### src/rtl/mem_pkg.sv
// Shared types and helpers for the load/store initiator in front of the word-wide RAM.
package mem_pkg;

    localparam int unsigned WORD_BYTES = 4;

    typedef enum logic [1:0] {
        SzByte = 2'b00,
        SzHalf = 2'b01,
        SzWord = 2'b10
    } mem_size_t;

    typedef enum logic [2:0] {
        StIdle,
        StRdAddr,
        StRdData,
        StWr,
        StResp
    } mau_state_t;

    // Raw size code 2'b11 is illegal and reported like a misaligned access.
    function automatic logic is_misaligned(input logic [1:0] size, input logic [1:0] offset);
        case (size)
            2'b00:   is_misaligned = 1'b0;
            2'b01:   is_misaligned = offset[0];
            2'b10:   is_misaligned = |offset;
            default: is_misaligned = 1'b1;
        endcase
    endfunction

endpackage

### src/rtl/byte_lane_unit.sv
// Little-endian lane steering: extracts/extends sub-word loads and merges sub-word stores.
module byte_lane_unit
    import mem_pkg::*;
(
    input  logic [1:0]  i_offset,
    input  mem_size_t   i_size,
    input  logic        i_signed,
    input  logic [31:0] i_ram_word,
    input  logic [31:0] i_wdata,
    output logic [31:0] o_load_val,
    output logic [31:0] o_merged
);

    logic [31:0]           w_shifted;
    logic [WORD_BYTES-1:0] w_lane_en;
    logic [31:0]           w_wdata_rep;

    always_comb begin
        w_shifted   = i_ram_word >> {i_offset, 3'b000};
        o_load_val  = i_ram_word;
        w_lane_en   = '1;
        w_wdata_rep = i_wdata;
        o_merged    = i_ram_word;
        case (i_size)
            SzByte: begin
                o_load_val  = {{24{i_signed & w_shifted[7]}}, w_shifted[7:0]};
                w_lane_en   = 4'b0001 << i_offset;
                w_wdata_rep = {4{i_wdata[7:0]}};
            end
            SzHalf: begin
                o_load_val  = {{16{i_signed & w_shifted[15]}}, w_shifted[15:0]};
                w_lane_en   = 4'b0011 << {i_offset[1], 1'b0};
                w_wdata_rep = {2{i_wdata[15:0]}};
            end
            default: ;
        endcase
        // Replicated store data lets each enabled lane take its byte in place.
        for (int i = 0; i < WORD_BYTES; i++) begin
            o_merged[8*i +: 8] = w_lane_en[i] ? w_wdata_rep[8*i +: 8] : i_ram_word[8*i +: 8];
        end
    end

endmodule

### src/rtl/mem_access_unit.sv
// Memory-stage load/store initiator: one access at a time, sub-word stores as read-modify-write.
module mem_access_unit
    import mem_pkg::*;
#(
    parameter int unsigned ADDR_W = 32
) (
    input  logic              i_clock,
    input  logic              i_reset,
    input  logic              i_req_valid,
    output logic              o_req_ready,
    input  logic              i_req_write,
    input  logic [1:0]        i_req_size,
    input  logic              i_req_signed,
    input  logic [ADDR_W-1:0] i_req_addr,
    input  logic [31:0]       i_req_wdata,
    output logic              o_resp_valid,
    output logic [31:0]       o_resp_rdata,
    output logic              o_resp_error,
    output logic              o_ram_write_enable,
    output logic [ADDR_W-1:0] o_ram_address,
    output logic [31:0]       o_ram_in,
    input  logic [31:0]       i_ram_out
);

    mau_state_t        r_state, w_state_d;
    logic              r_write, w_write_d;
    mem_size_t         r_size, w_size_d;
    logic              r_signed, w_signed_d;
    logic [1:0]        r_offset, w_offset_d;
    logic [31:0]       r_wdata, w_wdata_d;
    logic [31:0]       r_data, w_data_d;
    logic              r_error, w_error_d;
    logic              r_ram_we, w_ram_we_d;
    logic [ADDR_W-1:0] r_ram_addr, w_ram_addr_d;
    logic [31:0]       r_ram_in, w_ram_in_d;
    logic              r_resp_valid, w_resp_valid_d;
    logic [31:0]       r_resp_rdata, w_resp_rdata_d;
    logic              r_resp_error, w_resp_error_d;

    logic [31:0]       w_load_val;
    logic [31:0]       w_merged;

    byte_lane_unit u_lanes (
        .i_offset   (r_offset),
        .i_size     (r_size),
        .i_signed   (r_signed),
        .i_ram_word (i_ram_out),
        .i_wdata    (r_wdata),
        .o_load_val (w_load_val),
        .o_merged   (w_merged)
    );

    always_comb begin
        w_state_d      = r_state;
        w_write_d      = r_write;
        w_size_d       = r_size;
        w_signed_d     = r_signed;
        w_offset_d     = r_offset;
        w_wdata_d      = r_wdata;
        w_data_d       = r_data;
        w_error_d      = r_error;
        w_ram_we_d     = 1'b0;
        w_ram_addr_d   = r_ram_addr;
        w_ram_in_d     = r_ram_in;
        w_resp_valid_d = 1'b0;
        w_resp_rdata_d = '0;
        w_resp_error_d = 1'b0;
        case (r_state)
            StIdle: begin
                if (i_req_valid) begin
                    w_write_d  = i_req_write;
                    w_signed_d = i_req_signed;
                    w_offset_d = i_req_addr[1:0];
                    w_wdata_d  = i_req_wdata;
                    w_data_d   = '0;
                    if (is_misaligned(i_req_size, i_req_addr[1:0])) begin
                        w_error_d = 1'b1;
                        w_state_d = StResp;
                    end else begin
                        w_error_d    = 1'b0;
                        w_size_d     = mem_size_t'(i_req_size);
                        w_ram_addr_d = {i_req_addr[ADDR_W-1:2], 2'b00};
                        if (i_req_write && (i_req_size == 2'b10)) begin
                            w_state_d  = StWr;
                            w_ram_we_d = 1'b1;
                            w_ram_in_d = i_req_wdata;
                        end else begin
                            w_state_d = StRdAddr;
                        end
                    end
                end
            end
            StRdAddr: w_state_d = StRdData;
            StRdData: begin
                if (r_write) begin
                    w_state_d  = StWr;
                    w_ram_we_d = 1'b1;
                    w_ram_in_d = w_merged;
                end else begin
                    w_state_d = StResp;
                    w_data_d  = w_load_val;
                end
            end
            StWr: w_state_d = StResp;
            StResp: begin
                w_state_d      = StIdle;
                w_resp_valid_d = 1'b1;
                w_resp_error_d = r_error;
                w_resp_rdata_d = (r_write || r_error) ? '0 : r_data;
            end
            default: w_state_d = StIdle;
        endcase
    end

    always_ff @(posedge i_clock or posedge i_reset) begin
        if (i_reset) begin
            r_state      <= StIdle;
            r_write      <= 1'b0;
            r_size       <= SzByte;
            r_signed     <= 1'b0;
            r_offset     <= '0;
            r_wdata      <= '0;
            r_data       <= '0;
            r_error      <= 1'b0;
            r_ram_we     <= 1'b0;
            r_ram_addr   <= '0;
            r_ram_in     <= '0;
            r_resp_valid <= 1'b0;
            r_resp_rdata <= '0;
            r_resp_error <= 1'b0;
        end else begin
            r_state      <= w_state_d;
            r_write      <= w_write_d;
            r_size       <= w_size_d;
            r_signed     <= w_signed_d;
            r_offset     <= w_offset_d;
            r_wdata      <= w_wdata_d;
            r_data       <= w_data_d;
            r_error      <= w_error_d;
            r_ram_we     <= w_ram_we_d;
            r_ram_addr   <= w_ram_addr_d;
            r_ram_in     <= w_ram_in_d;
            r_resp_valid <= w_resp_valid_d;
            r_resp_rdata <= w_resp_rdata_d;
            r_resp_error <= w_resp_error_d;
        end
    end

    assign o_req_ready        = (r_state == StIdle);
    assign o_resp_valid       = r_resp_valid;
    assign o_resp_rdata       = r_resp_rdata;
    assign o_resp_error       = r_resp_error;
    assign o_ram_write_enable = r_ram_we;
    assign o_ram_address      = r_ram_addr;
    assign o_ram_in           = r_ram_in;

endmodule

### config.mk
export PLATFORM = sky130hd
export DESIGN_NAME = mem_access_unit
export DESIGN_NICKNAME = d
export VERILOG_FILES = /design/src/rtl/mem_pkg.sv /design/src/rtl/byte_lane_unit.sv /design/src/rtl/mem_access_unit.sv
export SDC_FILE = /design/constraint.sdc
export NUM_CORES = 1
export LEC_CHECK = 0
export CAP_MARGIN = 20
export CORE_MARGIN = 2
export CORE_UTILIZATION = 53
export CTS_CLUSTER_DIAMETER = 30
export DETAILED_ROUTE_END_ITERATION = 8
export GPL_TIMING_DRIVEN = 0
export PLACE_DENSITY = 0.85
export SLEW_MARGIN = 10
export SYNTH_ARGS = -nofsm -noshare
export SYNTH_HDL_FRONTEND = slang
export SYNTH_SLANG_ARGS = --single-unit
### constraint.sdc
create_clock -name i_clock -period 9.8 [get_ports i_clock]
set_clock_uncertainty 0.1 [all_clocks]
set_input_delay 1.96 -clock i_clock [delete_from_list [all_inputs] [get_ports i_clock]]
set_output_delay 1.96 -clock i_clock [all_outputs]
set_load 0.02 [all_outputs]
==> results.md <==
* Area enclosed by the die boundary at 16100 um2
* Dpl hpwl at 18100 um
* Number of H-tree levels at 4
* Final GP Congestion at 0.954
* Post-DR wirelength/cell at 21.6 um
* Worst Min Path Start: r_data[4]$_DFFE_PP0P_
* Type of the setup path with the least slack: register to output pin
* Overall die width at 127 um
* Final sum of negative setup slack at 0 ns
* Number of antenna violations at the first check in global routing at 0
* Area inside the core boundary at 14600 um2
* TritonCTS clock tree: yes
* WL final at 25100 um
* N_diodes at 0
* Fill cell count at 1025
* Row count at 44
* Clock edge transition at the registers on the reported setup and hold paths at 0.06 ns
* DP Area at 10300 um2
* Storage element area at 4280 um2
* Number of nets in the layout at 1070
* Total vias in the final route at 7084
* Post-route DRC violation count at 0
* R2R depth at 5
* Fraction of final layout cells with drive strength greater than 1 at 0.119
* Initial Utilization at 0.547
* Number of gates resized after cts at 0
* Xor and xnor area share after synthesis at 0
* Share of async-settable or async-resettable flops after synthesis at 1.00
* Syn Area/Cell at 10.7 um2
* Compound-cell area share of the yosys netlist at 0.190
* Clock latency at the later pin of the worst-skew pair at 0.43 ns
* Hold violation count in the final report at 0
* Number of pins with negative max-slew slack in the final report at 0
* Maximum fanout along the worst path at 9
* EDFF count, synth at 0
* CP Data Arrival Time at 1.89 ns
* I/O Pins at 203
* First-pass iteration count of the detailed router at 5
* TritonCTS buffer count at 17
* Netlist area before placement at 8010 um2
* DRC marker count from the first detailed-route iteration at 702
* Main synth FF type: sky130_fd_sc_hd__dfrtp_1
* Unrepaired setup endpoints after global routing: no
* Mux cell area share after synthesis at 0.0925
* Non-Filler Cell Area, Final at 10900 um2
* Area grow syn2layout at 35.7%
* Gate Count Post-Synth at 746
* Main combinational cell family by area after synthesis: compound AO/OA/AOI/OAI gates
* Sequential area share after synthesis at 0.534
* Synthesized-area fraction occupied by and/or/nand/nor cells at 0.143
* Utilization of the core after routing at 0.742
* Total overflow reported by the global router at 0
* Tmin final at 3.95 ns
* Distinct cell type count after synthesis at 57
* Number of buffers on the longest clock path at 2
* Post-synthesis share of cell area spent on full adders, half adders and majority gates at 0
* First-pass GRT wire length at 38600 um
* Most area-hungry cell type in the Yosys netlist: sky130_fd_sc_hd__dfrtp_1
* Sink Count at 171
* Kind of end point of the critical path: output pin
* Footprint of the multi-input gates at 3410 um2
* Hold Crit Depth at 2
* Antenna Nets Post-Route at 0
* Worst reg-to-reg setup slack at 7.03 ns
* Area share of the leading cell type in the synthesized netlist at 0.534
* Count of final setup violators at 0
* Count of yosys warnings during synthesis at 0
* Clock tree root driver cell: sky130_fd_sc_hd__clkbuf_16
* Via count of the first global-routing pass at 7029
* Max-Slew Margin vs Limit at 0.204
* Post-synthesis sequential element count at 171
* Top cells by area in the synthesized netlist: sky130_fd_sc_hd__dfrtp_1 (53%), sky130_fd_sc_hd__mux2_2 (6.6%), sky130_fd_sc_hd__nand2_1 (5.8%), sky130_fd_sc_hd__a221o_1 (3.3%), sky130_fd_sc_hd__and2_1 (2.7%)
* Gr usage total at 0.315
* Share of the clock period used by the worst path after layout at 0.403
* Leakage power figure at 0.00485 uW
* Maximum operating frequency at 253 MHz
* Worst setup SP type: register
* Reg-to-reg startpoint: r_state[1]$_DFFE_PP0P_
* Power density normalized to cell area at 323 nW/um2
* Pin count of the biggest net entering global routing at 88
* Worst IR Drop VDD at 0.178 mV
* Path type of the worst min-delay path: register to register
* Post-CTS Setup Repair Bufs at 0
* Pin slew with the least headroom to its limit at 1.19 ns
* Status: finished, final reports clean
* IO buf count at 200
* Height of the die at 127 um
* Worst min-delay path endpoint: r_data[4]$_DFFE_PP0P_
* CP Data Required Time at 7.74 ns
* Worst flop-to-flop path endpoint: o_resp_rdata[3]$_DFF_PP0_
* Reported max-cap violation count at 0
* Vias per cell at 6.10
* Number of hold buffers added after cts at 0
power by group:
part	switching [uW]	internal, uW	leakage, uW	total, uW
Combinational	933	708	0.00238	1640
Clock	286	401	0.000291	687
Sequential	203	982	0.00218	1190
Total	1420	2090	0.00485	3510
cell usage in the layout, fill, tap and decap left out, types with 3 or more instances in the layout:
master	instances
sky130_fd_sc_hd__clkbuf_1	34
sky130_fd_sc_hd__mux2i_1	14
sky130_fd_sc_hd__clkdlybuf4s50_1	200
sky130_fd_sc_hd__a21o_1	9
sky130_fd_sc_hd__nor2b_1	4
sky130_fd_sc_hd__a211oi_1	17
sky130_fd_sc_hd__nand2_1	124
sky130_fd_sc_hd__a21oi_1	24
sky130_fd_sc_hd__buf_2	14
sky130_fd_sc_hd__a22o_1	14
sky130_fd_sc_hd__or3_1	8
sky130_fd_sc_hd__inv_1	11
sky130_fd_sc_hd__o21ai_0	22
sky130_fd_sc_hd__mux2_1	3
sky130_fd_sc_hd__o211ai_1	20
sky130_fd_sc_hd__nand3b_1	6
sky130_fd_sc_hd__dfrtp_1	171
sky130_fd_sc_hd__a2bb2oi_1	6
sky130_fd_sc_hd__o31ai_1	10
sky130_fd_sc_hd__buf_4	3
sky130_fd_sc_hd__buf_1	4
sky130_fd_sc_hd__nand2b_1	18
sky130_fd_sc_hd__buf_6	3
sky130_fd_sc_hd__a22oi_1	6
sky130_fd_sc_hd__a221o_1	26
sky130_fd_sc_hd__and2_1	35
sky130_fd_sc_hd__clkinv_2	3
sky130_fd_sc_hd__mux2_2	47
sky130_fd_sc_hd__nor2_1	22
sky130_fd_sc_hd__a211o_1	7
sky130_fd_sc_hd__o221ai_1	6
sky130_fd_sc_hd__inv_6	5
sky130_fd_sc_hd__bufinv_16	3
sky130_fd_sc_hd__nor3_1	6
sky130_fd_sc_hd__nor3_2	3
sky130_fd_sc_hd__clkbuf_16	17
sky130_fd_sc_hd__a31oi_1	16
routing by layer:
layer  global-route usage  routed length (um)
met4                0.125                 875
met5                    0                   0
met2                0.506               11800
met3               0.0730                2120
met1                0.418               10300
through the flow:
step | hold slack (ns) | setup slack [ns] | cells | power [uW]
2_1_floorplan | 0.338 | 3.11 | 747 | 2140
3_3_place_gp | 0.353 | 1.06 | 1131 | 2730
3_5_place_dp | 0.360 | 5.57 | 1132 | 2770
4_1_cts | 0.386 | 5.84 | 1162 | 3490
5_1_grt | 0.396 | 5.83 | 1162 | 3680
6_report | 0.381 | 5.85 | 1162 | 3510
Yosys cell counts, types with 3 or more instances:
| cell type | count |
|---|---|
| sky130_fd_sc_hd__o31ai_1 | 10 |
| sky130_fd_sc_hd__nand2_1 | 124 |
| sky130_fd_sc_hd__a211oi_1 | 17 |
| sky130_fd_sc_hd__buf_6 | 3 |
| sky130_fd_sc_hd__a211o_1 | 7 |
| sky130_fd_sc_hd__o221ai_1 | 6 |
| sky130_fd_sc_hd__a31oi_1 | 16 |
| sky130_fd_sc_hd__o211ai_1 | 20 |
| sky130_fd_sc_hd__a2bb2oi_1 | 6 |
| sky130_fd_sc_hd__a21o_1 | 9 |
| sky130_fd_sc_hd__and2_1 | 35 |
| sky130_fd_sc_hd__nor3_1 | 6 |
| sky130_fd_sc_hd__buf_4 | 3 |
| sky130_fd_sc_hd__a221o_1 | 26 |
| sky130_fd_sc_hd__nor2b_1 | 4 |
| sky130_fd_sc_hd__mux2i_1 | 14 |
| sky130_fd_sc_hd__nor3_2 | 3 |
| sky130_fd_sc_hd__a21oi_1 | 24 |
| sky130_fd_sc_hd__a22o_1 | 14 |
| sky130_fd_sc_hd__o21ai_0 | 22 |
| sky130_fd_sc_hd__or3_1 | 8 |
| sky130_fd_sc_hd__buf_1 | 4 |
| sky130_fd_sc_hd__inv_1 | 12 |
| sky130_fd_sc_hd__nor2_1 | 22 |
| sky130_fd_sc_hd__clkbuf_1 | 34 |
| sky130_fd_sc_hd__mux2_2 | 47 |
| sky130_fd_sc_hd__nand3b_1 | 6 |
| sky130_fd_sc_hd__buf_2 | 14 |
| sky130_fd_sc_hd__nand2b_1 | 18 |
| sky130_fd_sc_hd__a22oi_1 | 6 |
| sky130_fd_sc_hd__mux2_1 | 3 |
| sky130_fd_sc_hd__dfrtp_1 | 171 |
state kept, by name, indices dropped and copies added, names as in the netlist, 2 cells and up:
register	cells
r_size	2
r_offset	2
o_ram_address	30
o_ram_in	32
r_wdata	32
o_resp_rdata	32
r_data	32
r_state	3
logic make-up (layout without fill, tap and decap cells):
family	Yosys count	in the layout
AO/OA/AOI/OAI	200	200
buffers and inverters	71	302
flip-flops	171	171
multiplexers	66	66
other	1	2
AND/OR/NAND/NOR	237	237
final cells by class:
cell class / count / area share
timing repair buffer: 201 / 0.187
buffer: 58 / 0.0247
sequential: 171 / 0.394
clock inverter: 13 / 0.0152
inverter: 13 / 0.00518
clock buffer: 17 / 0.0391
multi-input combinational: 505 / 0.314
tap: 184 / 0.0212
how the worst max path moves through the flow:
stage,from,to,cells past startpoint
after global routing,r_state[0]$_DFFE_PP0P_,o_req_ready,3
after floorplan,i_reset,o_ram_address[10]$_DFFE_PP0P_,1
after global placement,i_reset,o_ram_address[18]$_DFFE_PP0P_,2
after detailed placement,i_req_size[0],o_ram_in[12]$_DFFE_PP0P_,7
final,r_state[0]$_DFFE_PP0P_,o_req_ready,3
after CTS,r_state[0]$_DFFE_PP0P_,o_req_ready,3
critical path, stage by stage (launching register included):
cell and delay, ns:
sky130_fd_sc_hd__dfrtp_1 0.36, sky130_fd_sc_hd__buf_2 0.17, sky130_fd_sc_hd__nor3_2 0.27, sky130_fd_sc_hd__clkdlybuf4s50_1 0.65
Note: power is estimated with default switching activity, not from simulation.
